--- src/rtl/riscv_pkg.sv ---
// rtl/riscv_pkg.sv - shared load-unit types: load source encoding, FSM states, legality helpers
//
// Contents:
//   XLEN                         data/address width of the load path
//   load_src_t                   LoadSrcM encoding: [1:0] size (00=W, 01=B, 10=H), [2]=unsigned
//   lsu_state_t                  load FSM states
//   src_legal(src)               1 for the five defined load encodings
//   src_misaligned(src, offset)  1 when the byte offset does not suit the access size
package riscv_pkg;

  localparam int XLEN = 32;

  typedef enum logic [2:0] {
    LW  = 3'b000,
    LB  = 3'b001,
    LH  = 3'b010,
    LBU = 3'b101,
    LHU = 3'b110
  } load_src_t;

  typedef enum logic [1:0] {
    IDLE = 2'd0,
    REQ  = 2'd1,
    WAIT = 2'd2,
    RESP = 2'd3
  } lsu_state_t;

  // Unsigned word (3'b100) and the unused size code 2'b11 have no meaning.
  function automatic logic src_legal(input logic [2:0] src);
    logic ok;
    case (src)
      LW, LB, LH, LBU, LHU: ok = 1'b1;
      default:              ok = 1'b0;
    endcase
    return ok;
  endfunction

  // Bytes are always aligned; halves need offset[0]=0; words need offset=0.
  function automatic logic src_misaligned(input logic [2:0] src, input logic [1:0] offset);
    return ((src[1:0] == 2'b10) && offset[0]) ||
           ((src[1:0] == 2'b00) && (offset != 2'b00));
  endfunction

endpackage

--- src/rtl/load_part_word_unit_if.sv ---
// rtl/load_part_word_unit_if.sv - data-memory read request/response bus
//
// Signals:
//   DMemReqValid  master->slave  read request valid
//   DMemAddr      master->slave  word-aligned read address
//   DMemReqReady  slave->master  memory accepts the request
//   DMemRValid    slave->master  read data valid
//   DMemRData     slave->master  full read word
// Modports: master (load unit), slave (memory).
interface load_part_word_unit_if #(
  parameter int DATA_WIDTH = 32
);

  logic                  DMemReqValid;
  logic [DATA_WIDTH-1:0] DMemAddr;
  logic                  DMemReqReady;
  logic                  DMemRValid;
  logic [DATA_WIDTH-1:0] DMemRData;

  modport master (
    output DMemReqValid,
    output DMemAddr,
    input  DMemReqReady,
    input  DMemRValid,
    input  DMemRData
  );

  modport slave (
    input  DMemReqValid,
    input  DMemAddr,
    output DMemReqReady,
    output DMemRValid,
    output DMemRData
  );

endinterface

--- src/rtl/lpart_extract.sv ---
// rtl/lpart_extract.sv - combinational lane select and sign/zero extension of a loaded word
//
// Ports:
//   load_src  in   load_src_t        access size and signedness
//   offset    in   2                 byte offset within the word
//   word      in   DATA_WIDTH        full memory word
//   data      out  DATA_WIDTH        extended result
// Shared with the cache bypass path, so it carries no state.
module lpart_extract
  import riscv_pkg::*;
#(
  parameter int DATA_WIDTH = 32
) (
  input  load_src_t             load_src,
  input  logic [1:0]            offset,
  input  logic [DATA_WIDTH-1:0] word,
  output logic [DATA_WIDTH-1:0] data
);

  logic [7:0]  lane_b;
  logic [15:0] lane_h;
  logic        is_unsigned;

  assign is_unsigned = load_src[2];

  always_comb begin
    lane_b = word[{offset, 3'b000} +: 8];
    lane_h = offset[1] ? word[31:16] : word[15:0];
    case (load_src[1:0])
      2'b01:   data = {{(DATA_WIDTH-8){~is_unsigned & lane_b[7]}}, lane_b};
      2'b10:   data = {{(DATA_WIDTH-16){~is_unsigned & lane_h[15]}}, lane_h};
      default: data = word;
    endcase
  end

endmodule

--- src/rtl/load_part_word_unit.sv ---
// rtl/load_part_word_unit.sv - partial-word load unit: memory read handshake, lane extract, pipeline stall
//
// Ports:
//   clk, rst_n    clock, asynchronous active-low reset
//   MemReadM      load issued (sampled in IDLE only)
//   LoadSrcM      load source encoding (see riscv_pkg::load_src_t)
//   ALUResultM    byte address
//   dmem          load_part_word_unit_if.master: DMemReqValid/DMemAddr out, DMemReqReady/DMemRValid/DMemRData in
//   StallLoadM    freeze the pipeline front while a load is outstanding
//   ReadDataW     extended load result, valid with LoadValidW
//   LoadValidW    1-cycle result pulse
//   MisalignW     1-cycle misaligned-address pulse, no request issued
//   DMemErrW      1-cycle illegal-encoding or timeout pulse
module load_part_word_unit
  import riscv_pkg::*;
#(
  parameter int DATA_WIDTH = 32,
  parameter int TIMEOUT    = 15
) (
  input  logic                     clk,
  input  logic                     rst_n,
  input  logic                     MemReadM,
  input  logic [2:0]               LoadSrcM,
  input  logic [DATA_WIDTH-1:0]    ALUResultM,
  load_part_word_unit_if.master    dmem,
  output logic                     StallLoadM,
  output logic [DATA_WIDTH-1:0]    ReadDataW,
  output logic                     LoadValidW,
  output logic                     MisalignW,
  output logic                     DMemErrW
);

  localparam int TW = $clog2(TIMEOUT + 1);

  lsu_state_t            state;
  load_src_t             src_q;
  logic [1:0]            off_q;
  logic [DATA_WIDTH-1:0] addr_q;
  logic [TW-1:0]         timer;
  logic                  accept;
  logic [DATA_WIDTH-1:0] lane_data;

  // A legal, aligned load seen in IDLE stalls in that very cycle so the
  // front of the pipeline does not advance past it.
  assign accept = (state == IDLE) && MemReadM && src_legal(LoadSrcM) &&
                  !src_misaligned(LoadSrcM, ALUResultM[1:0]);

  assign StallLoadM        = accept || (state == REQ) || (state == WAIT);
  assign dmem.DMemReqValid = (state == REQ);
  assign dmem.DMemAddr     = addr_q;

  // Extract straight from the bus word so ReadDataW is loaded on the RESP entry edge.
  lpart_extract #(
    .DATA_WIDTH(DATA_WIDTH)
  ) u_extract (
    .load_src(src_q),
    .offset  (off_q),
    .word    (dmem.DMemRData),
    .data    (lane_data)
  );

  always_ff @(posedge clk or negedge rst_n) begin
    if (!rst_n) begin
      state      <= IDLE;
      src_q      <= LW;
      off_q      <= 2'b00;
      addr_q     <= '0;
      timer      <= '0;
      ReadDataW  <= '0;
      LoadValidW <= 1'b0;
      MisalignW  <= 1'b0;
      DMemErrW   <= 1'b0;
    end else begin
      LoadValidW <= 1'b0;
      MisalignW  <= 1'b0;
      DMemErrW   <= 1'b0;
      case (state)
        IDLE: begin
          if (MemReadM) begin
            src_q <= load_src_t'(LoadSrcM);
            off_q <= ALUResultM[1:0];
            if (!src_legal(LoadSrcM)) begin
              DMemErrW <= 1'b1;
            end else if (src_misaligned(LoadSrcM, ALUResultM[1:0])) begin
              MisalignW <= 1'b1;
            end else begin
              addr_q <= {ALUResultM[DATA_WIDTH-1:2], 2'b00};
              state  <= REQ;
            end
          end
        end
        REQ: begin
          if (dmem.DMemReqReady) begin
            if (dmem.DMemRValid) begin
              ReadDataW  <= lane_data;
              LoadValidW <= 1'b1;
              state      <= RESP;
            end else begin
              timer <= '0;
              state <= WAIT;
            end
          end
        end
        WAIT: begin
          if (dmem.DMemRValid) begin
            ReadDataW  <= lane_data;
            LoadValidW <= 1'b1;
            state      <= RESP;
          end else if (timer == TW'(TIMEOUT - 1)) begin
            // This was the TIMEOUT-th empty wait cycle.
            DMemErrW <= 1'b1;
            state    <= IDLE;
          end else begin
            timer <= timer + 1'b1;
          end
        end
        RESP: begin
          ReadDataW <= '0;
          state     <= IDLE;
        end
        default: state <= IDLE;
      endcase
    end
  end

endmodule
--- src/flat_wrapper.sv ---
// flat-port wrapper written by rule: the top's interface ports become plain ports
module load_part_word_unit_flat import riscv_pkg::*;
#(
  parameter int DATA_WIDTH = 32,
  parameter int TIMEOUT    = 15
)
  (clk, rst_n, MemReadM, LoadSrcM, ALUResultM, StallLoadM, ReadDataW, LoadValidW, MisalignW, DMemErrW, dmem_DMemReqValid, dmem_DMemAddr, dmem_DMemReqReady, dmem_DMemRValid, dmem_DMemRData);
  load_part_word_unit_if #(.DATA_WIDTH(DATA_WIDTH)) dmem_i ();
  input  logic clk;
  input  logic rst_n;
  input  logic MemReadM;
  input  logic [2:0] LoadSrcM;
  input  logic [DATA_WIDTH-1:0] ALUResultM;
  output logic StallLoadM;
  output logic [DATA_WIDTH-1:0] ReadDataW;
  output logic LoadValidW;
  output logic MisalignW;
  output logic DMemErrW;
  output wire logic [$bits(dmem_i.DMemReqValid)-1:0] dmem_DMemReqValid;
  output wire logic [$bits(dmem_i.DMemAddr)-1:0] dmem_DMemAddr;
  input wire logic [$bits(dmem_i.DMemReqReady)-1:0] dmem_DMemReqReady;
  input wire logic [$bits(dmem_i.DMemRValid)-1:0] dmem_DMemRValid;
  input wire logic [$bits(dmem_i.DMemRData)-1:0] dmem_DMemRData;
  assign dmem_DMemReqValid = dmem_i.DMemReqValid;
  assign dmem_DMemAddr = dmem_i.DMemAddr;
  assign dmem_i.DMemReqReady = dmem_DMemReqReady;
  assign dmem_i.DMemRValid = dmem_DMemRValid;
  assign dmem_i.DMemRData = dmem_DMemRData;
  load_part_word_unit #(.DATA_WIDTH(DATA_WIDTH), .TIMEOUT(TIMEOUT)) u_core (.clk(clk), .rst_n(rst_n), .MemReadM(MemReadM), .LoadSrcM(LoadSrcM), .ALUResultM(ALUResultM), .dmem(dmem_i), .StallLoadM(StallLoadM), .ReadDataW(ReadDataW), .LoadValidW(LoadValidW), .MisalignW(MisalignW), .DMemErrW(DMemErrW));
endmodule
--- config.mk ---
export PLATFORM = sky130hd
export DESIGN_NAME = load_part_word_unit_flat
export DESIGN_NICKNAME = d
export VERILOG_FILES = /design/src/rtl/riscv_pkg.sv /design/src/rtl/load_part_word_unit_if.sv /design/src/rtl/lpart_extract.sv /design/src/rtl/load_part_word_unit.sv /design/src/flat_wrapper.sv
export SDC_FILE = /design/constraint.sdc
export NUM_CORES = 1
export LEC_CHECK = 0
export ABC_AREA = 1
export BUFFER_PORTS_ARGS = -buffer_cell sky130_fd_sc_hd__buf_2
export CAP_MARGIN = 20
export CORE_ASPECT_RATIO = 1.1
export CORE_UTILIZATION = 40
export DETAILED_ROUTE_END_ITERATION = 8
export GPL_TIMING_DRIVEN = 0
export PLACE_DENSITY = 0.66
export SYNTH_ARGS = -nofsm -noshare
export SYNTH_HDL_FRONTEND = slang
export SYNTH_SLANG_ARGS = --single-unit
export TNS_END_PERCENT = 5
--- constraint.sdc ---
create_clock -name clk -period 2 [get_ports clk]
set_input_delay 0.4 -clock clk [delete_from_list [all_inputs] [get_ports clk]]
set_output_delay 0.4 -clock clk [all_outputs]
set_load 0.01 [all_outputs]
### Yosys cells after proc, flatten, opt, wreduce, memory -nomap -nowiden

Cells that the tools add are included.

| storage, ports and cells | value |
|---|---|
| flip-flop bits (word level) | 76 |
| output and inout port bits | 69 |
| logic and storage cells | 88 |

| operators by class | value |
|---|---|
| muxes and demuxes | 33 |
| reductions and logical operators | 21 |
| bitwise logic cells | 4 |
| equal/unequal tests | 19 |
| shift-type cells | 1 |
| add/sub/neg operators | 1 |

Operator list:

| cell | count |
|---|---|
| case mux 32 bit (3 select lines) | 1 |
| 2-to-1 mux 32 bit | 2 |
| case mux 32 bit (2 select lines) | 1 |
| variable part select 32 x 6 -> 8 bit | 1 |
| 2-to-1 mux 16 bit | 1 |
| 2-to-1 mux 4 bit | 4 |
| 2-to-1 mux 1 bit | 14 |
| 2-to-1 mux 2 bit | 6 |
| != test 2 bit, second input constant | 6 |
| AND reduction 5 bit | 2 |
| equality test 2 bit, second input constant | 4 |
| case mux 2 bit (4 select lines) | 1 |
| case mux 4 bit (2 select lines) | 1 |
| equality test 3 bit, second input constant | 2 |
| logical AND 1 bit | 5 |
| OR reduction 5 bit | 1 |
| adder 4 x 1 -> 4 bit, second input constant | 1 |
| equality test 2 x 1 -> 1 bit, second input constant | 2 |
| equality test 4 bit, second input constant | 1 |
| zero test 2 bit | 2 |
| case mux 1 bit (2 select lines) | 2 |
| AND reduction 2 bit | 2 |
| AND reduction 4 bit | 1 |
| nonzero test 2 bit | 2 |
| other kinds (10) | 14 |

### Logic depth before layout (Yosys ltp)

Gate-level depths: netlist of run 1.

| logic depth | value |
|---|---|
| word-level depth | 8 |
| depth in mapped cells | 12 |
| mapped depth without buffers | 10 |

### By module

A second synthesis of run 1 with hierarchy kept.

| second synthesis, totals | value |
|---|---|
| cell total of the unflattened synthesis | 535 |
| area, all modules | 4,152.7 um^2 |

Modules (own cells, without submodules):

| module | area an instance (um^2) | sequential area each (um^2) | cells each | instances |
|---|---|---|---|---|
| load_part_word_unit | 3,440.8 | 1,901.8 | 371 | 1 |
| lpart_extract | 711.9 | 0.0 | 164 | 1 |

### Least setup slack after synthesis of run 1

No wires, ideal clock.

| path | value |
|---|---|
| kind | reg2out |
| from | register u_core.state[0] |
| to | output port StallLoadM |
| stages on the path, launching flop included | 8 |
| required time | 1.600 ns |
| path slack | 0.209 ns |
| data arrival time | 1.391 ns |
| cell sequence | dfrtp_1 -> inv_1 -> ha_1 -> nand2_2 -> inv_2 -> nand3_2 -> clkbuf_1 -> nand3_1 |

| between the ends | value |
|---|---|
| word-level cells in the longest chain between the ends | 6 |
| elaborated cells between the ends (all ways) | 8 |
| classes of those cells | 2 x eq/ne; 6 x reduce/logical |

Ends and longest elaborated chain:

| what | RTL line | source |
|---|---|---|
| start: declaration | load_part_word_unit.sv:35 | `lsu_state_t state;` |
| start signal: assignment | load_part_word_unit.sv:64 | `state <= IDLE;` |
| start signal: assignment | load_part_word_unit.sv:88 | `state <= REQ;` |
| start signal: assignment | load_part_word_unit.sv:97 | `state <= RESP;` |
| zero test 2 bit | load_part_word_unit.sv:45 | `assign accept = (state == IDLE) && MemReadM && src_legal(LoadSrcM) &&` |
| logical AND 1 bit (3 in a row) | load_part_word_unit.sv:45 |  |
| logical OR 1 bit | load_part_word_unit.sv:48 | `assign StallLoadM = accept \|\| (state == REQ) \|\| (state == WAIT);` |
| logical OR 1 bit (*) | load_part_word_unit.sv:48 |  |
| end: declaration | flat_wrapper.sv:14 | `output logic StallLoadM;` |

Mark *: on every way between the ends. The rest lies on a longest branch, timed or not.

### Final worst setup path of run 1

| path | value |
|---|---|
| from | register u_core.state[1] |
| to | output port StallLoadM |

Same word-level chain as after synthesis.

==> impl_metrics.json, run 1 <==
{
  "fin_crit_ps": 1860,
  "max_freq_mhz": 537,
  "drtPass1Iterations": 6,
  "num-nets-final": 799,
  "leakage_nw": 3.15,
  "powerDensity_mw_per_mm2": 1530,
  "placed_area_mm2": 0.00492,
  "wl_um": 10300,
  "slew_viol_final": 0,
  "num_rows": 38,
  "ys_dominant_reg_cell": "dfrtp_1",
  "io_buffer_count": 138,
  "root_buffer": "clkbuf_8",
  "fin_skew_ps": 11.3,
  "fin_crit_sh": 0.931,
  "cts_buffers": 9,
  "syn_area_per_cell_um2": 7.28,
  "cts_htree_levels": 3,
  "dieArea_mm2": 0.0105,
  "fillers": 1009,
  "syn_area_mm2": 0.00404,
  "wire_per_inst_um": 12.2,
  "crit_family": "buffers and inverters",
  "dp_cells": 815,
  "grt_usage": 0.211,
  "synthToLayoutAreaGrowth_pct": 30.3,
  "violations": "design-rule violations",
  "clock-sinks": 76,
  "whs_endpoint": "u_core.dmem.DMemAddr[9]",
  "r2r-end": "u_core.ReadDataW[31]",
  "core-area_mm2": 0.00984,
  "worst-path-buf-inv": 4,
  "required_ps": 1600,
  "antenna_found_initial": 0,
  "synth_cell_type_count": 28,
  "viasPerCell": 4.61,
  "synth_edf_count": 0,
  "grt_max_degree": 45,
  "grt_remaining_overflow": 0,
  "dieWidth_um": 97.8,
  "cp-end-kind": "output port",
  "synthCells": 555,
  "clock_latency_ps": 360,
  "clk_path_buf_depth": 2,
  "cp_cell_sequence": "inv_2 -> buf_4 -> ha_1 -> inv_1 -> nand3_1 -> buf_2",
  "drive_gt1_frac": 0.286,
  "critPathArrivalTime_ps": 1460,
  "grt_setup_unrepaired": "true",
  "synth-async-reset-ratio": 1.00,
  "reg2reg_slack_ps": 210,
  "peakVddDrop_mv": 0.685,
  "drtIter0Drc": 133,
  "cpPeakStageDelay_ps": 390,
  "design_area_mm2": 0.00527,
  "ioPinCount": 141,
  "status": "complete, but fails checks",
  "dp_hpwl_um": 7800,
  "grt_pass1_vias": 3841,
  "min_from": "ALUResultM[9]",
  "initial_core_util": 0.411,
  "cap_violations": 0,
  "startpoint_type": "flop",
  "clkTransAtPathRegs_ps": 80,
  "path_class": "reg -> out",
  "worst_slack_ps": 137,
  "place_ws_ps": -175,
  "antenna-diode-count": 0,
  "path_max_fanout": 4,
  "cts_tree": "built",
  "gp_congestion": 0.968,
  "utilization": 0.535,
  "synth-seq-cells": 76,
  "via_count": 3890,
  "min_delay_path_depth": 3,
  "postRouteAntennaNets": 0,
  "setup_viol": 0,
  "r2r-start": "u_core.state[1]",
  "yosysSeqAreaShare": 0.471,
  "finalHoldViolations": 0,
  "r2r_cells": 10,
  "slowest_stage": "dfrtp_1",
  "total_power_w": 0.00808,
  "drc": 24,
  "ys_warn_count": 0,
  "final-instance-count-excl-fill": 843,
  "grt_pass1_wl_um": 17500,
  "hold_class": "in -> reg",
  "chipHeight_um": 107
}
[synthesized netlist by cell type, types with 3 or more instances]
| cell type | number | share of area |
|---|---|---|
| a21oi_1 | 3 | 0.0037 |
| o21ai_0 | 33 | 0.041 |
| nand2_2 | 12 | 0.019 |
| buf_2 | 4 | 0.0050 |
| clkbuf_1 | 13 | 0.012 |
| nand3_1 | 32 | 0.040 |
| nor2_1 | 59 | 0.055 |
| ha_1 | 9 | 0.028 |
| nand2_1 | 212 | 0.20 |
| o21ai_1 | 10 | 0.012 |
| dfrtp_1 | 76 | 0.47 |
| nand2_4 | 4 | 0.011 |
| inv_1 | 69 | 0.064 |
[routing by layer]
layer	vias to the layer above	wire [µm]	track usage
met2	145	4800	0.350
met4	0	294	0.113
met1	1729	4390	0.254
li1	1994	-	-
met5	-	0	0
met3	22	847	0.0494
[where the power goes]
group / switching (W) / total, W / internal [W]
Clock: 0.000600 / 0.00117 / 0.000574
Combinational: 0.00267 / 0.00434 / 0.00167
Sequential: 0.000358 / 0.00257 / 0.00221
[stage by stage]
step,hold WS [ps],setup TNS (ps)
2_1_floorplan,104,0
3_3_place_gp,458,-136
3_5_place_dp,377,-175
4_1_cts,251,0
5_1_grt,258,-7.72
6_report,264,0
[sequential cells by signal, indices dropped and copies added (netlist names)]
register,cells
u_core.off_q,2
u_core.LoadValidW,1
u_core.MisalignW,1
u_core.ReadDataW,32
u_core.DMemErrW,1
u_core.state,2
u_core.dmem.DMemAddr,30
u_core.src_q,3
u_core.timer,4
[timing repair]
item	4_1_cts	5_1_grt
pin swaps	1	2
gates resized for setup	10	14
hold endpoints to repair	31	0
hold buffers	1	0
gates cloned	0	0
buffers inserted	7	5
setup endpoints to repair	1	34
[area by class of cell]
class / instances / area (µm²) / share of cell area
inverter: 72 / 278 / 0.0528
clock inverter: 6 / 65.1 / 0.0124
buffer: 21 / 124 / 0.0235
tap: 120 / 150 / 0.0285
multi-input combinational: 386 / 1800 / 0.341
sequential: 76 / 1900 / 0.361
clock buffer: 10 / 128 / 0.0242
timing repair buffer: 152 / 821 / 0.156
[worst max path at each step]
stage                          startpoint              endpoint  slack [ps]  depth (start not counted)
after detailed placement  u_core.state[0]            StallLoadM        -180                          8
after global routing      u_core.state[1]  u_core.ReadDataW[18]          -8                         11
after CTS                 u_core.state[1]            StallLoadM           4                          8
final                     u_core.state[1]            StallLoadM         140                          6
after floorplan           u_core.state[0]            StallLoadM         210                          7
after global placement    u_core.state[0]            StallLoadM        -140                          8
[cell families after synthesis]
| group | after synthesis | share of synthesized area |
|---|---|---|
| other | 1 | 0.000928 |
| AND/OR/NAND/NOR | 326 | 0.340 |
| buffers and inverters | 94 | 0.0969 |
| AO/OA/AOI/OAI | 48 | 0.0616 |
| XOR/XNOR | 1 | 0.00217 |
| flip-flops | 76 | 0.471 |
| adder cells (fa/ha/maj) | 9 | 0.0279 |
[cells in the final DEF, fill, tap and decap left out, types with 2 or more instances in the layout]
cell type   count
buf_2         141
nand3_4         2
a21oi_1         3
o21ai_1        10
buf_6           2
ha_4            2
o21ai_0        33
dfrtp_1        76
ha_1            7
nor2_1         59
nand2_8         2
clkbuf_1       10
conb_1          2
inv_1          66
clkbuf_8        9
nand4_1         2
nand2_1       212
clkinvlp_4      4
nand2_2        11
nand2_4         4
nand3_1        32
inv_2           4
buf_4          15
clkbuf_2        2
[tightest hold or removal path: cells and delay by family]
family          cells  cell delay [ps]
buf+inv             2              130
compound gates      1               60
(Power assumes the default switching activity.)
==> run 2: changes to the inputs <==
- ABC_AREA: 1 -> unset
- PLACE_DENSITY: 0.66 -> unset
- PLACE_DENSITY_LB_ADDON: unset -> 0.1
- REMOVE_ABC_BUFFERS: unset -> 1
==> run 2 against run 1 <==
The flow finishes with violations (negative setup slack). Sequential share of layout area is 1.5 points higher. Critical path depth is 1 higher. Maximum frequency is 9.3% lower. Non-clock buffer count is 17 lower. Combinational power is 6.0% lower. Via count is 23% lower. First-iteration DRC count is 44% lower. Synthesized cell count is 47% lower. Core utilization is 3.6 points higher. Design area is 3.8% lower. Worst hold slack better by 21 ps.
==> impl_metrics.json, run 2 <==
{
  "status": "complete, but fails checks",
  "violations": "negative setup slack",
  "grt_remaining_overflow": 0,
  "num-nets-final": 528,
  "wire_per_inst_um": 17.3,
  "worst-path-buf-inv": 2,
  "synth_cell_type_count": 48,
  "synthTopCellsByArea": "dfrtp_1 52%, mux2_2 12%, a221o_2 4.9%, o211ai_1 3.5%, ha_1 3.1%",
  "path_class": "reg -> out",
  "clock_latency_ps": 340,
  "clock-sinks": 76,
  "synth.area.mux_share": 0.139,
  "final_cell_mix": "136 x buf_2, 75 x dfrtp_1, 26 x mux2_2",
  "dieWidth_um": 93.1,
  "startpoint_type": "flop",
  "dp_hpwl_um": 6600,
  "cts_tree": "built",
  "io_buffer_count": 138,
  "setup_viol": 15,
  "clkTransAtPathRegs_ps": 90,
  "grt_usage": 0.200,
  "drtIter0Drc": 75,
  "synth_edf_count": 0,
  "antenna-diode-count": 0,
  "hold_class": "in -> reg",
  "grt_pass1_wl_um": 14600,
  "critPathLaunch": "u_core.state[0]",
  "r2r-start": "u_core.state[0]",
  "synth_compound_area_frac": 0.184,
  "fin_skew_ps": 14.6,
  "clock_power_share": 0.172,
  "ys_dominant_reg_cell": "dfrtp_1",
  "fin_crit_sh": 1.03,
  "comb_power_share": 0.502,
  "grt_max_degree": 47,
  "cp_cell_sequence": "inv_2 -> ha_4 -> nand2_8 -> a21oi_4 -> o21a_4 -> nand2b_4 -> buf_6",
  "cpPeakStageDelay_ps": 440,
  "dp_cells": 533,
  "cts_htree_levels": 3,
  "yosys.area.top_type": "dfrtp_1",
  "max_freq_mhz": 487,
  "grt_setup_unrepaired": "true",
  "postRouteAntennaNets": 0,
  "synth_fa_ha_area_frac": 0.0308,
  "cp-end-kind": "output port",
  "synth_top_family_by_area": "compound AO/OA/AOI/OAI gates",
  "required_ps": 1600,
  "slowest_stage": "dfrtp_1",
  "chipHeight_um": 102,
  "leakage_nw": 2.40,
  "initial_core_util": 0.411,
  "powerDensity_mw_per_mm2": 1610,
  "cap_violations": 0,
  "worst_slack_ps": -53.4,
  "via_count": 3008,
  "finalHoldViolations": 0,
  "r2r-end": "u_core.ReadDataW[28]",
  "critPathArrivalTime_ps": 1650,
  "layout_commonest_cell": "buf_2",
  "synth_most_common_cell": "dfrtp_1",
  "synth-seq-cells": 76,
  "syn_area_per_cell_um2": 12.4,
  "seqPwrFrac": 0.326,
  "switching_share": 0.380,
  "crit_family": "flip-flops",
  "path_max_fanout": 4,
  "synthXorXnorAreaFrac": 0,
  "viasPerCell": 5.31,
  "antenna_found_initial": 0,
  "synth_common_cells": "76 x dfrtp_1, 38 x mux2_2, 17 x o211ai_1",
  "power.internal_w": 0.00505,
  "synth-simple-area-share": 0.0795,
  "grt_pass1_vias": 2969,
  "crit_cells": 7,
  "slew_headroom": 0.605,
  "peakVddDrop_mv": 0.650,
  "synthCells": 295,
  "drc": 0,
  "regMostFlops": "u_core.ReadDataW",
  "drive_gt1_frac": 0.566,
  "largest_reg_flops": 32,
  "synth_top_area_frac": 0.521,
  "drtPass1Iterations": 4,
  "crit_path_end": "StallLoadM",
  "yosysSeqAreaShare": 0.521,
  "synth-async-reset-ratio": 1.00,
  "ioPinCount": 141,
  "fin_crit_ps": 2050,
  "num_rows": 36,
  "syn_area_mm2": 0.00365,
  "dieArea_mm2": 0.00951,
  "utilization": 0.571,
  "core-area_mm2": 0.00887,
  "final-instance-count-excl-fill": 566,
  "gp_congestion": 0.780,
  "root_buffer": "clkbuf_8",
  "synthToLayoutAreaGrowth_pct": 38.8,
  "wl_um": 9780,
  "slew_viol_final": 0,
  "reg2reg_slack_ps": -40,
  "cts_buffers": 9,
  "ys_warn_count": 0,
  "p_switching_w": 0.00309,
  "tightest_slew_ps": 592,
  "whs_ps": 285,
  "clk_path_buf_depth": 2,
  "r2r_cells": 6
}
## run 2: cell count changes in the layout (fill, tap and decap cells not counted), moves of 16 or more
cell | previous run | this run
a221o_2 | 0 | 16
inv_1 | 66 | 9
mux2_2 | 0 | 26
nand2_1 | 212 | 15
nand3_1 | 32 | 1
nor2_1 | 59 | 10
o211ai_1 | 0 | 17
o21ai_0 | 33 | 4
## run 2: worst min-delay path by stage
stage	depth (start not counted)	start	end	slack, ps
finish	2	ALUResultM[22]	u_core.dmem.DMemAddr[22]	290
global route	2	ALUResultM[18]	u_core.dmem.DMemAddr[18]	270
CTS	2	ALUResultM[22]	u_core.dmem.DMemAddr[22]	270
detailed placement	1	rst_n	u_core.ReadDataW[31]	370
global placement	1	u_core.ReadDataW[9]	u_core.ReadDataW[9]	480
floorplan	0	rst_n	u_core.DMemErrW	100
## run 2: cell type report
class	count	area, µm²
clock buffers	9	124
well taps	114	143
fillers	781	3810
clock inverters	7	115
repair buffers	156	897
flip-flops and latches	76	1910
inverters	12	45.0
multi-input cells	192	1840
## run 2: routing by layer
| metal | part of all wire | global-route usage | routed length [µm] | vias to the layer above |
|---|---|---|---|---|
| li1 | - | - | - | 1418 |
| met2 | 0.52 | 0.346 | 5060 | 104 |
| met3 | 0.061 | 0.0461 | 597 | 6 |
| met1 | 0.41 | 0.243 | 4050 | 1480 |
| met4 | 0.0072 | 0.0734 | 70 | 0 |
| met5 | 0 | 0 | 0 | - |
## run 2: cells by family (layout without fill, tap and decap cells)
logic type / count (synthesis) / after routing
and+or+nand+nor: 55 / 57
muxes: 46 / 46
AOI/OAI and AO/OA: 78 / 78
DFF: 76 / 76
buffers and inverters: 30 / 184
other: 1 / 2
adders and majority gates: 9 / 9
## run 2: metrics by stage
| stage | power (W) | setup WS [ps] | instance area [µm²] | TNS [ps] |
|---|---|---|---|---|
| after CTS | 0.00780 | -159 | 4860 | -3530 |
| after detailed placement | 0.00610 | -675 | 4440 | -28260 |
| after global placement | 0.00596 | -1410 | 4370 | -59990 |
| final | 0.00814 | -53.4 | 5070 | -368 |
| after global routing | 0.00869 | -126 | 5070 | -2760 |
| after floorplan | 0.00480 | -413 | 3540 | -16810 |
## run 2: timing repair
action | 4_1_cts | 5_1_grt
endpoints found under the hold margin | 5 | 0
cloned | 0 | 3
resized for setup | 24 | 32
buffers inserted | 9 | 4
pin swaps | 4 | 11
hold buffers | 1 | 0
endpoints found under the setup margin | 67 | 53
## run 2: power groups by stage
| stage | Sequential (W) | Combinational (W) | Clock [W] |
|---|---|---|---|
| 6_report | 0.00266 | 0.00408 | 0.00140 |
| 5_1_grt | 0.00275 | 0.00445 | 0.00149 |
| 4_1_cts | 0.00264 | 0.00372 | 0.00144 |
| 3_5_place_dp | 0.00267 | 0.00344 | 0 |
| 3_3_place_gp | 0.00263 | 0.00333 | 0 |
| 2_1_floorplan | 0.00288 | 0.00192 | 0 |
## run 2: worst reg2reg max path, stage by stage (launching register included)
cell,delay [ps]
dfrtp_1,440
inv_2,110
ha_4,210
or4_4,590
a2111oi_4,300
buf_4,220
a221o_2,120
